`src/rtl/alu_uart_interface.sv`:
```
// Byte-stream front end for an ALU: collects A, B and opcode bytes, waits out the ALU latency, then ships the result.
// Optional inter-byte timeout is compiled in with the IFACE_TIMEOUT_EN macro.
module alu_uart_interface #(
   parameter int DATA_BITS      = 8,
   parameter int OP_BITS        = 6,
   parameter int ALU_LATENCY    = 1,
   parameter int TIMEOUT_CYCLES = 1000000
) (
   input  logic                 clock,
   input  logic                 reset,
   input  logic [DATA_BITS-1:0] i_rx_data,
   input  logic                 i_rx_done,
   input  logic [DATA_BITS-1:0] i_alu_result,
   output logic [DATA_BITS-1:0] o_alu_a,
   output logic [DATA_BITS-1:0] o_alu_b,
   output logic [OP_BITS-1:0]   o_alu_op,
   output logic [DATA_BITS-1:0] o_tx_data,
   output logic                 o_tx_start,
   input  logic                 i_tx_done,
   output logic                 o_busy,
   output logic                 o_timeout
);

   typedef enum logic [2:0] {
      S_A    = 3'd0,
      S_B    = 3'd1,
      S_OP   = 3'd2,
      S_WAIT = 3'd3,
      S_SEND = 3'd4,
      S_TXW  = 3'd5
   } state_t;

   localparam int WAIT_W = $clog2(ALU_LATENCY + 2);

   state_t                 state_q, state_d;
   logic [WAIT_W-1:0]      wait_q, wait_d;
   logic [DATA_BITS-1:0]   a_q, a_d, b_q, b_d, txData_q, txData_d;
   logic [OP_BITS-1:0]     op_q, op_d;
   logic                   txStart_q, txStart_d, busy_q, busy_d, timeout_q, timeout_d;

`ifdef IFACE_TIMEOUT_EN
   localparam int IDLE_W = $clog2(TIMEOUT_CYCLES + 1);
   logic [IDLE_W-1:0]      idle_q, idle_d;
`endif

   // Next-state and datapath capture; the wait counter is loaded so the result is
   // sampled once the ALU has had its full latency after the opcode lands.
   always_comb begin
      state_d   = state_q;
      wait_d    = wait_q;
      a_d       = a_q;
      b_d       = b_q;
      op_d      = op_q;
      txData_d  = txData_q;
      timeout_d = 1'b0;
`ifdef IFACE_TIMEOUT_EN
      idle_d    = '0;
`endif
      case (state_q)
         S_A: begin
            if (i_rx_done) begin
               a_d     = i_rx_data;
               state_d = S_B;
            end
         end
         S_B: begin
            if (i_rx_done) begin
               b_d     = i_rx_data;
               state_d = S_OP;
            end
`ifdef IFACE_TIMEOUT_EN
            else if (idle_q == IDLE_W'(TIMEOUT_CYCLES - 1)) begin
               state_d   = S_A;
               timeout_d = 1'b1;
            end else begin
               idle_d = idle_q + IDLE_W'(1);
            end
`endif
         end
         S_OP: begin
            if (i_rx_done) begin
               op_d    = i_rx_data[OP_BITS-1:0];
               wait_d  = WAIT_W'(ALU_LATENCY + 1);
               state_d = S_WAIT;
            end
`ifdef IFACE_TIMEOUT_EN
            else if (idle_q == IDLE_W'(TIMEOUT_CYCLES - 1)) begin
               state_d   = S_A;
               timeout_d = 1'b1;
            end else begin
               idle_d = idle_q + IDLE_W'(1);
            end
`endif
         end
         S_WAIT: begin
            if (wait_q == '0) begin
               txData_d = i_alu_result;
               state_d  = S_SEND;
            end else begin
               wait_d = wait_q - WAIT_W'(1);
            end
         end
         S_SEND: state_d = S_TXW;
         S_TXW: begin
            if (i_tx_done) begin
               state_d = S_A;
            end
         end
         default: state_d = S_A;
      endcase
   end

   // Start and busy are registered from the next state so they line up with the state register.
   assign txStart_d = (state_d == S_SEND);
   assign busy_d    = (state_d == S_WAIT) || (state_d == S_SEND) || (state_d == S_TXW);

   always_ff @(posedge clock or posedge reset) begin
      if (reset) begin
         state_q   <= S_A;
         wait_q    <= '0;
         a_q       <= '0;
         b_q       <= '0;
         op_q      <= '0;
         txData_q  <= '0;
         txStart_q <= 1'b0;
         busy_q    <= 1'b0;
         timeout_q <= 1'b0;
`ifdef IFACE_TIMEOUT_EN
         idle_q    <= '0;
`endif
      end else begin
         state_q   <= state_d;
         wait_q    <= wait_d;
         a_q       <= a_d;
         b_q       <= b_d;
         op_q      <= op_d;
         txData_q  <= txData_d;
         txStart_q <= txStart_d;
         busy_q    <= busy_d;
         timeout_q <= timeout_d;
`ifdef IFACE_TIMEOUT_EN
         idle_q    <= idle_d;
`endif
      end
   end

   assign o_alu_a    = a_q;
   assign o_alu_b    = b_q;
   assign o_alu_op   = op_q;
   assign o_tx_data  = txData_q;
   assign o_tx_start = txStart_q;
   assign o_busy     = busy_q;
   assign o_timeout  = timeout_q;

endmodule

```
`config.mk`:
```
export PLATFORM = sky130hd
export DESIGN_NAME = alu_uart_interface
export DESIGN_NICKNAME = d
export VERILOG_FILES = /design/src/rtl/alu_uart_interface.sv
export SDC_FILE = /design/constraint.sdc
export NUM_CORES = 1
export LEC_CHECK = 0
export ABC_AREA = 1
export BUFFER_PORTS_ARGS = -buffer_cell sky130_fd_sc_hd__buf_2
export CAP_MARGIN = 20
export CORE_MARGIN = 2
export CORE_UTILIZATION = 45
export CTS_CLUSTER_DIAMETER = 40
export CTS_CLUSTER_SIZE = 8
export DETAILED_ROUTE_END_ITERATION = 16
export PLACE_DENSITY_LB_ADDON = 0.3
export REMOVE_ABC_BUFFERS = 1
export SYNTH_ARGS = -nofsm -noshare
export SYNTH_HDL_FRONTEND = slang
export SYNTH_SLANG_ARGS = --single-unit
```
`constraint.sdc`:
```
create_clock -name clock -period 1.95 [get_ports clock]
set_input_delay 0.0975 -clock clock [delete_from_list [all_inputs] [get_ports clock]]
set_output_delay 0.0975 -clock clock [all_outputs]
set_load 0.05 [all_outputs]
```
# Word level (Yosys, flattened, before mapping)

Cells that the tools add are included.

Logic and storage cells: 38
Output and inout bits: 33
Input bits: 20
Register bits: 37

Add/subtract/negate cells: 1
Equal/unequal tests: 10
Reductions and logical operators: 10
Mux-type cells: 9

Operator list:

| kind                                             | count |
|---|---|
| case mux 3 bit (6 select lines)                  | 1 |
| 2-to-1 mux 3 bit                                 | 5 |
| == test 3 bit, second input constant             | 4 |
| == test 3 x 2 -> 1 bit, second input constant    | 3 |
| AND reduction 2 bit                              | 4 |
| 2-to-1 mux 2 bit                                 | 2 |
| != test 2 bit, second input constant             | 2 |
| case mux 2 bit (2 select lines)                  | 1 |
| == test 3 x 1 -> 1 bit, second input constant    | 1 |
| zero test 3 bit                                  | 1 |
| AND reduction 3 bit                              | 1 |
| zero test 2 bit                                  | 1 |
| logical OR 1 bit                                 | 2 |
| nonzero test 2 bit                               | 1 |
| subtractor 2 x 1 -> 2 bit, second input constant | 1 |

# Longest topological paths before layout

Gate-level depths: netlist of run 1.

Depth in word-level cells: 6
Mapped depth: 8
Gate-level depth less buffers: 8

# Worst setup path before layout of run 1

Ideal clock, no wire load.

Kind: reg-to-reg
Start point: register state_q[2]
End point: register b_q[0] (netlist: o_alu_b[0])
Path slack: 818 ps
Required time: 1830 ps
Cell stages (with the launch flop): 6
Setup time: 120 ps
Arrival: 1012 ps
Period minus slack after synthesis: 1132 ps
Path buffers: 1
Cell sequence: dfrtp_1 > nor2_4 > nand3_4 > buf_6 > nand2_1 > o21ai_2

Longest elaborated chain between the ends: 2

Ends and longest elaborated chain:

| item                          | line | source |
|---|---|---|
| from (decl)                   | 35   | `state_t state_q, state_d;` |
| from (signal assigned)        | 132  | `state_q <= state_d;` |
| == test 3 x 1 -> 1 bit        | 59   | `case (state_q)` |
| AND reduction 2 bit (no line) | --   |  |
| to (signal assigned)          | 122  | `b_q <= '0;` |
| to (signal assigned)          | 135  | `b_q <= b_d;` |
| to (decl)                     | 37   | `logic [DATA_BITS-1:0] a_q, a_d, b_q, b_d, txData_q, txData_d;` |

Every way passes these cells.
A chain may end at the register's enable or synchronous reset.

# Worst setup path after layout of run 1

Start point: register state_q[0]
End point: register txData_q[3] (netlist: o_tx_data[3])

Longest elaborated chain between the ends: 2

Ends and longest elaborated chain:

| item                          | line | source |
|---|---|---|
| == test 3 x 2 -> 1 bit        | 59   |  |
| AND reduction 2 bit (no line) | --   |  |
| to (signal assigned)          | 137  | `txData_q <= txData_d;` |
| to (decl)                     | 37   |  |

Every way passes these cells.

==> qor.yml, run 1 <==
status:
  status: "finished, final reports clean"
floorplan:
  die-area_sq_mm: 0.00396
  start_util_pct: 46.8
  coreArea_sq_mm: 0.00334
  die_h_microns: 62.9
  die_x_microns: 62.9
  rows: 21
  io_pins: 53
synthesis:
  ys_warn_count: 0
  synth_area_per_cell_sq_um: 10.0
  synth_area_sq_mm: 0.00156
  yosysSeqAreaShare_pct: 59.3
  synth-seq-cells: 37
  ys_top_cells_by_area: "dfrtp_1, nand2_1, o21ai_2"
  yosys.area.top_type_share_pct: 59.3
  yosysTopAreaCell: "dfrtp_1"
  synth.distinct_cells: 18
  syn_inst: 156
grt:
  antenna_found_initial: 0
  grt_max_degree: 38
  grt_pass1_wl_mm: 5.29
  grt.total_usage_pct: 16.9
  grt_pass1_vias: 1236
  overflow: 0
critical_path:
  r2r_setup_slack_ns: 0.63
  end_kind: "register"
  cp.arrival_ns: 1.60
  worst_r2r_endpoint: "o_tx_data[3]"
  reg2regPathDepth: 6
  start_kind: "register"
  path_class: "register to register"
  path_cells: "nand2_1, inv_1, nand2_2, inv_2, nand2_1, nand2_1"
  critPathSlowestCell: "dfrtp_1"
  path_common_cell: "nand2_1"
  r2r_start: "state_q[0]"
  crit_required_ns: 2.23
  slowest_delay_ns: 0.56
  worstPathMaxFanout: 11
hold_path:
  min_from: "i_rx_data[6]"
  min_path_cells: 3
  hold_end: "o_alu_b[6]"
  hold_path_class: "primary input to register"
cells_and_area:
  layout.nets: 239
  area_growth_pct: 26.0
  ff_latch_area_sq_um: 926
  multi_input_area_sq_um: 512
  nFillCells: 313
  antenna_cells: 0
  layout_commonest_cell: "nand2_1"
  instances_no_fill: 264
  drive_gt1_share_pct: 37.6
  postLayoutCellArea_sq_mm: 0.00197
  most-common-layout-cells: "nand2_1, buf_2, dfrtp_1, inv_1, o21ai_2"
clock_tree:
  cts_tree: "done"
  cts_buffers: 5
  path_clk_slew_ns: 0.10
  h-tree-depth: 2
  postCtsHoldBufs: 9
  cts_num_sinks: 37
  cts-resized-gates: 0
  root_buffer: "clkbuf_4"
  cts_buffer_depth: 2
  post-cts-setup-buffers: 0
  clock_latency_ns: 0.34
routing:
  vias: 1180
  wl_per_cell_microns: 11.4
  drt_iter0_drc: 48
  firstDrtPassIters: 4
  ant_nets: 0
  finalWirelength_mm: 3.02
  via_per_inst: 4.47
  drt_drc_violations_left: 0
placed_design:
  place_congestion: 0.777
  port_buffers: 51
  dp_cells: 248
  placed_area_sq_mm: 0.00182
  hpwlAfterDp_mm: 2.11
timing:
  rsz0062_at_grt: "no"
  skew_ns: 0.0113
  setup_tns_ns: 0
  timing.final.crit_share_pct: 67.7
  setup_viol: 0
  period_needed_ns: 1.32
  final_max_slew_viol_count: 0
  fmax_mhz: 757
  hold_viol_final: 0
job:
  maxCapViolCount: 0
[stage by stage]
| stage | setup slack, ns | hold WS (ns) | utilization, % |
|---|---|---|---|
| floorplan | 0.821 | 0.207 | - |
| global placement | 0.714 | 0.225 | 54.6 |
| detailed placement | 0.655 | 0.226 | 54.6 |
| CTS | 0.643 | 0.0126 | 58.9 |
| global route | 0.467 | 0.0114 | 58.9 |
| finish | 0.629 | 0.0282 | 58.9 |
[metal layers]
metal | track usage [%] | share of wire (%) | up-vias
met5 | 0 | 0 | -
met4 | 5.83 | 0.56 | 0
met3 | 5.59 | 5.8 | 4
met2 | 27.4 | 49 | 27
met1 | 21.3 | 45 | 542
li1 | - | - | 607
[flip-flops by register name, indices dropped and copies added (netlist names)]
signal      count
o_alu_a         8
o_alu_op        6
o_alu_b         8
o_busy          1
wait_q          2
o_tx_start      1
state_q         3
o_tx_data       8
[Yosys cell counts, drive strengths merged]
cell	count
buf	6
conb	1
dfrtp	37
ha	1
inv	17
nand2	58
nand3	7
nand4	2
nor2	4
o21ai	23
[cells by family (layout without fill, tap and decap cells)]
kind of cell               Yosys count  in the layout  synth area share [%]
and+or+nand+nor                     71             71                  21.0
DFF                                 37             37                  59.3
AOI/OAI and AO/OA                   23             23                  10.7
buffers and inverters               23             85                  7.93
adders and majority gates            1              1                 0.801
other                                1              1                 0.240
[worst max-delay path by stage]
stage / start / end / slack, ns / cells after the start
global placement: wait_q[0] / o_tx_data[5] / 0.71 / 8
global route: state_q[0] / o_tx_data[3] / 0.47 / 6
finish: state_q[0] / o_tx_data[3] / 0.63 / 6
floorplan: wait_q[0] / o_tx_data[0] / 0.82 / 8
CTS: state_q[0] / o_tx_data[0] / 0.64 / 6
detailed placement: state_q[0] / o_tx_data[5] / 0.65 / 6
[layout make-up]
| type | count | area share (%) |
|---|---|---|
| inverters | 17 | 3.24 |
| multi-input cells | 96 | 26.0 |
| flip-flops and latches | 37 | 47.1 |
| clock buffers | 7 | 2.80 |
| well taps | 46 | 2.93 |
| repair buffers | 61 | 17.9 |
[worst max-delay path: cells and delay by family, from the launching register on]
family        cells  cell delay, ns
buf+inv           2            0.29
simple gates      4            0.43
flops             1            0.56
Power of run 1 is left out: the tool's default activity adds up to more than one toggle a clock period on the data nets, which glitch-free logic cannot reach.
==> run 2, diff against run 1 <==
ABC_AREA = 0   (was 1)
CORE_UTILIZATION = 44   (was 45)
clock period = 1.1 ns   (was 1.95 ns; I/O delays follow)
==> run 2 against run 1 <==
Compared with the run above: the flow now finishes with violations (setup timing); register-to-register slack got worse by 0.96 ns; fmax decreased by 7.8%; first-iteration DRC count down 17%; sequential share of layout area fell by 10 points.
==> qor.yml, run 2 <==
status:
  status: "finished with violations"
  violations: "setup timing"
synthesis:
  synth.most_common_cell: "dfrtp_1"
  synth_area_per_cell_sq_um: 15.0  # +50%
  ys_top_cells_by_area: "dfrtp_1, mux2_2, nor4b_4"
  synth-seq-cells: 37  # unchanged
  yosysSeqAreaShare_pct: 59.9  # +0.62 points
  ys_warn_count: 0  # unchanged
  synth_top_flop_cell: "dfrtp_1"
  synthTopCellsByCount: "dfrtp_1, mux2_2, a21oi_1, inv_1"
  synth.distinct_cells: 25  # +7
  synthArstFlopShare_pct: 100  # unchanged
  syn_inst: 103  # -34%
  yosysTopAreaCell: "dfrtp_1"
  synth_edf_count: 0  # unchanged
  synth_area_sq_mm: 0.00155  # -1.0%
  yosys.area.top_type_share_pct: 59.9  # +0.62 points
critical_path:
  crit_required_ns: 1.33  # -0.90 ns
  end_kind: "register"
  start_kind: "register"
  path_class: "register to register"
  cp.arrival_ns: 1.66  # +0.06 ns
  r2r_start: "state_q[2]"
  worstPathMaxFanout: 6  # -5
  critPathLaunch: "state_q[2]"
routing:
  via_per_inst: 4.96  # +11%
  wl_per_cell_microns: 17.1  # +50%
  drt_drc_violations_left: 0  # unchanged
  drt_iter0_drc: 40  # -17%
  finalWirelength_mm: 4.27  # +42%
  firstDrtPassIters: 4  # unchanged
  ant_nets: 0  # unchanged
  vias: 1240  # +5.1%
clock_tree:
  h-tree-depth: 2  # unchanged
  cts_tree: "done"
  clock_latency_ns: 0.34  # about the same
  cts_num_sinks: 37  # unchanged
  root_buffer: "clkbuf_4"
  path_clk_slew_ns: 0.11  # about the same
  cts_buffers: 5  # unchanged
  cts_buffer_depth: 2  # unchanged
timing:
  final_max_slew_viol_count: 0  # unchanged
  rsz0062_at_grt: "yes"
  setup_viol: 37  # +37
  hold_viol_final: 0  # unchanged
  period_needed_ns: 1.43  # +0.111 ns
  whs_ns: 0.130  # +0.102 ns
  skew_ns: 0.00668  # -0.00460 ns
  setup_ws_ns: -0.332  # -0.961 ns
  timing.final.crit_share_pct: 130  # +62 points
  fmax_mhz: 698  # -7.8%
cells_and_area:
  ff_latch_area_sq_um: 930  # +0.41%
  layout_commonest_cell: "buf_2"
  area_growth_pct: 63.2
  multi_input_area_sq_um: 759  # +48%
  drive_gt1_share_pct: 67.6  # +30 points
  layout.nets: 224  # -6.3%
  antenna_cells: 0  # unchanged
  most-common-layout-cells: "buf_2, dfrtp_1, mux2_4, buf_4, dlygate4sd3_1"
  fin_util_pct: 75.0  # +16 points
  nFillCells: 228  # -27%
hold_path:
  hold_path_class: "primary input to register"
  min_from: "i_tx_done"
floorplan:
  die_x_microns: 63.3  # +0.56%
  coreArea_sq_mm: 0.00336  # +0.79%
  die-area_sq_mm: 0.00400  # +1.1%
  io_pins: 53  # unchanged
  rows: 21  # unchanged
  start_util_pct: 45.9  # -0.85 points
  die_h_microns: 63.3  # +0.56%
grt:
  antenna_found_initial: 0  # unchanged
  grt_max_degree: 38  # unchanged
  grt_pass1_wl_mm: 6.99  # +32%
  grt.total_usage_pct: 23.1  # +6.2 points
  overflow: 0  # unchanged
  grt_pass1_vias: 1364  # +10%
job:
  maxCapViolCount: 0  # unchanged
placed_design:
  place_congestion: 0.800  # +2.9%
  hpwlAfterDp_mm: 2.39  # +13%
  port_buffers: 51  # unchanged
## run 2: worst max-delay path: stages (launching register included)
cell and delay, ns:
dfrtp_2 0.47, nand2b_4 0.17, nor3b_4 0.19, buf_6 0.18, mux2_4 0.30
## run 2: area by class of cell
type	instances	area share, %
clock inverters	1	1.19
clock buffers	7	2.18
inverters	5	0.744
flip-flops and latches	37	36.9
repair buffers	97	26.6
multi-input cells	57	30.1
well taps	46	2.28
## run 2: per-layer routing
metal | share of wire [%] | routed length [microns] | track usage [%]
met5 | 0 | 0 | 0
met4 | 2.9 | 125 | 8.42
met3 | 3.2 | 138 | 5.00
met2 | 54 | 2320 | 40.3
met1 | 40 | 1690 | 28.2
## run 2: final timing paths
path	endpoint	slack (ns)	cells past startpoint
worst max-delay path	o_alu_op[5]	-0.33	4
worst min-delay path	state_q[0]	0.13	4
worst max register to register	o_alu_op[5]	-0.33	4
worst min register to register	o_alu_a[4]	0.52	1
max in group asynchronous	state_q[0]	0.36	4
min in group asynchronous	o_alu_b[6]	0.38	4
## run 2: metrics by stage
step / instance area, sq um / worst slack, ns / TNS [ns] / std cells
after global placement: 1970 / -0.351 / -10.58 / 215
after global routing: 2520 / -0.373 / -11.98 / 250
after floorplan: 1500 / -0.431 / -11.93 / 98
final: 2520 / -0.332 / -10.22 / 250
after CTS: 2480 / -0.327 / -9.32 / 249
after detailed placement: 1970 / -0.408 / -11.50 / 215
## run 2: repair_timing
action,4_1_cts,5_1_grt
hold endpoints to repair,67,0
endpoints found under the setup margin,37,38
resized for setup,48,9
setup buffers,8,2
gates cloned,1,0
pin swaps,7,1
hold buffers,17,0
## run 2: cell families after synthesis
family / count (synthesis) / synth area share [%]
other: 1 / 0.243
AOI/OAI and AO/OA: 9 / 3.73
DFF: 37 / 59.9
muxes: 30 / 21.9
and+or+nand+nor: 15 / 9.55
adders and majority gates: 1 / 0.810
buffers and inverters: 10 / 3.89
Power of run 2 is left out for the same reason.
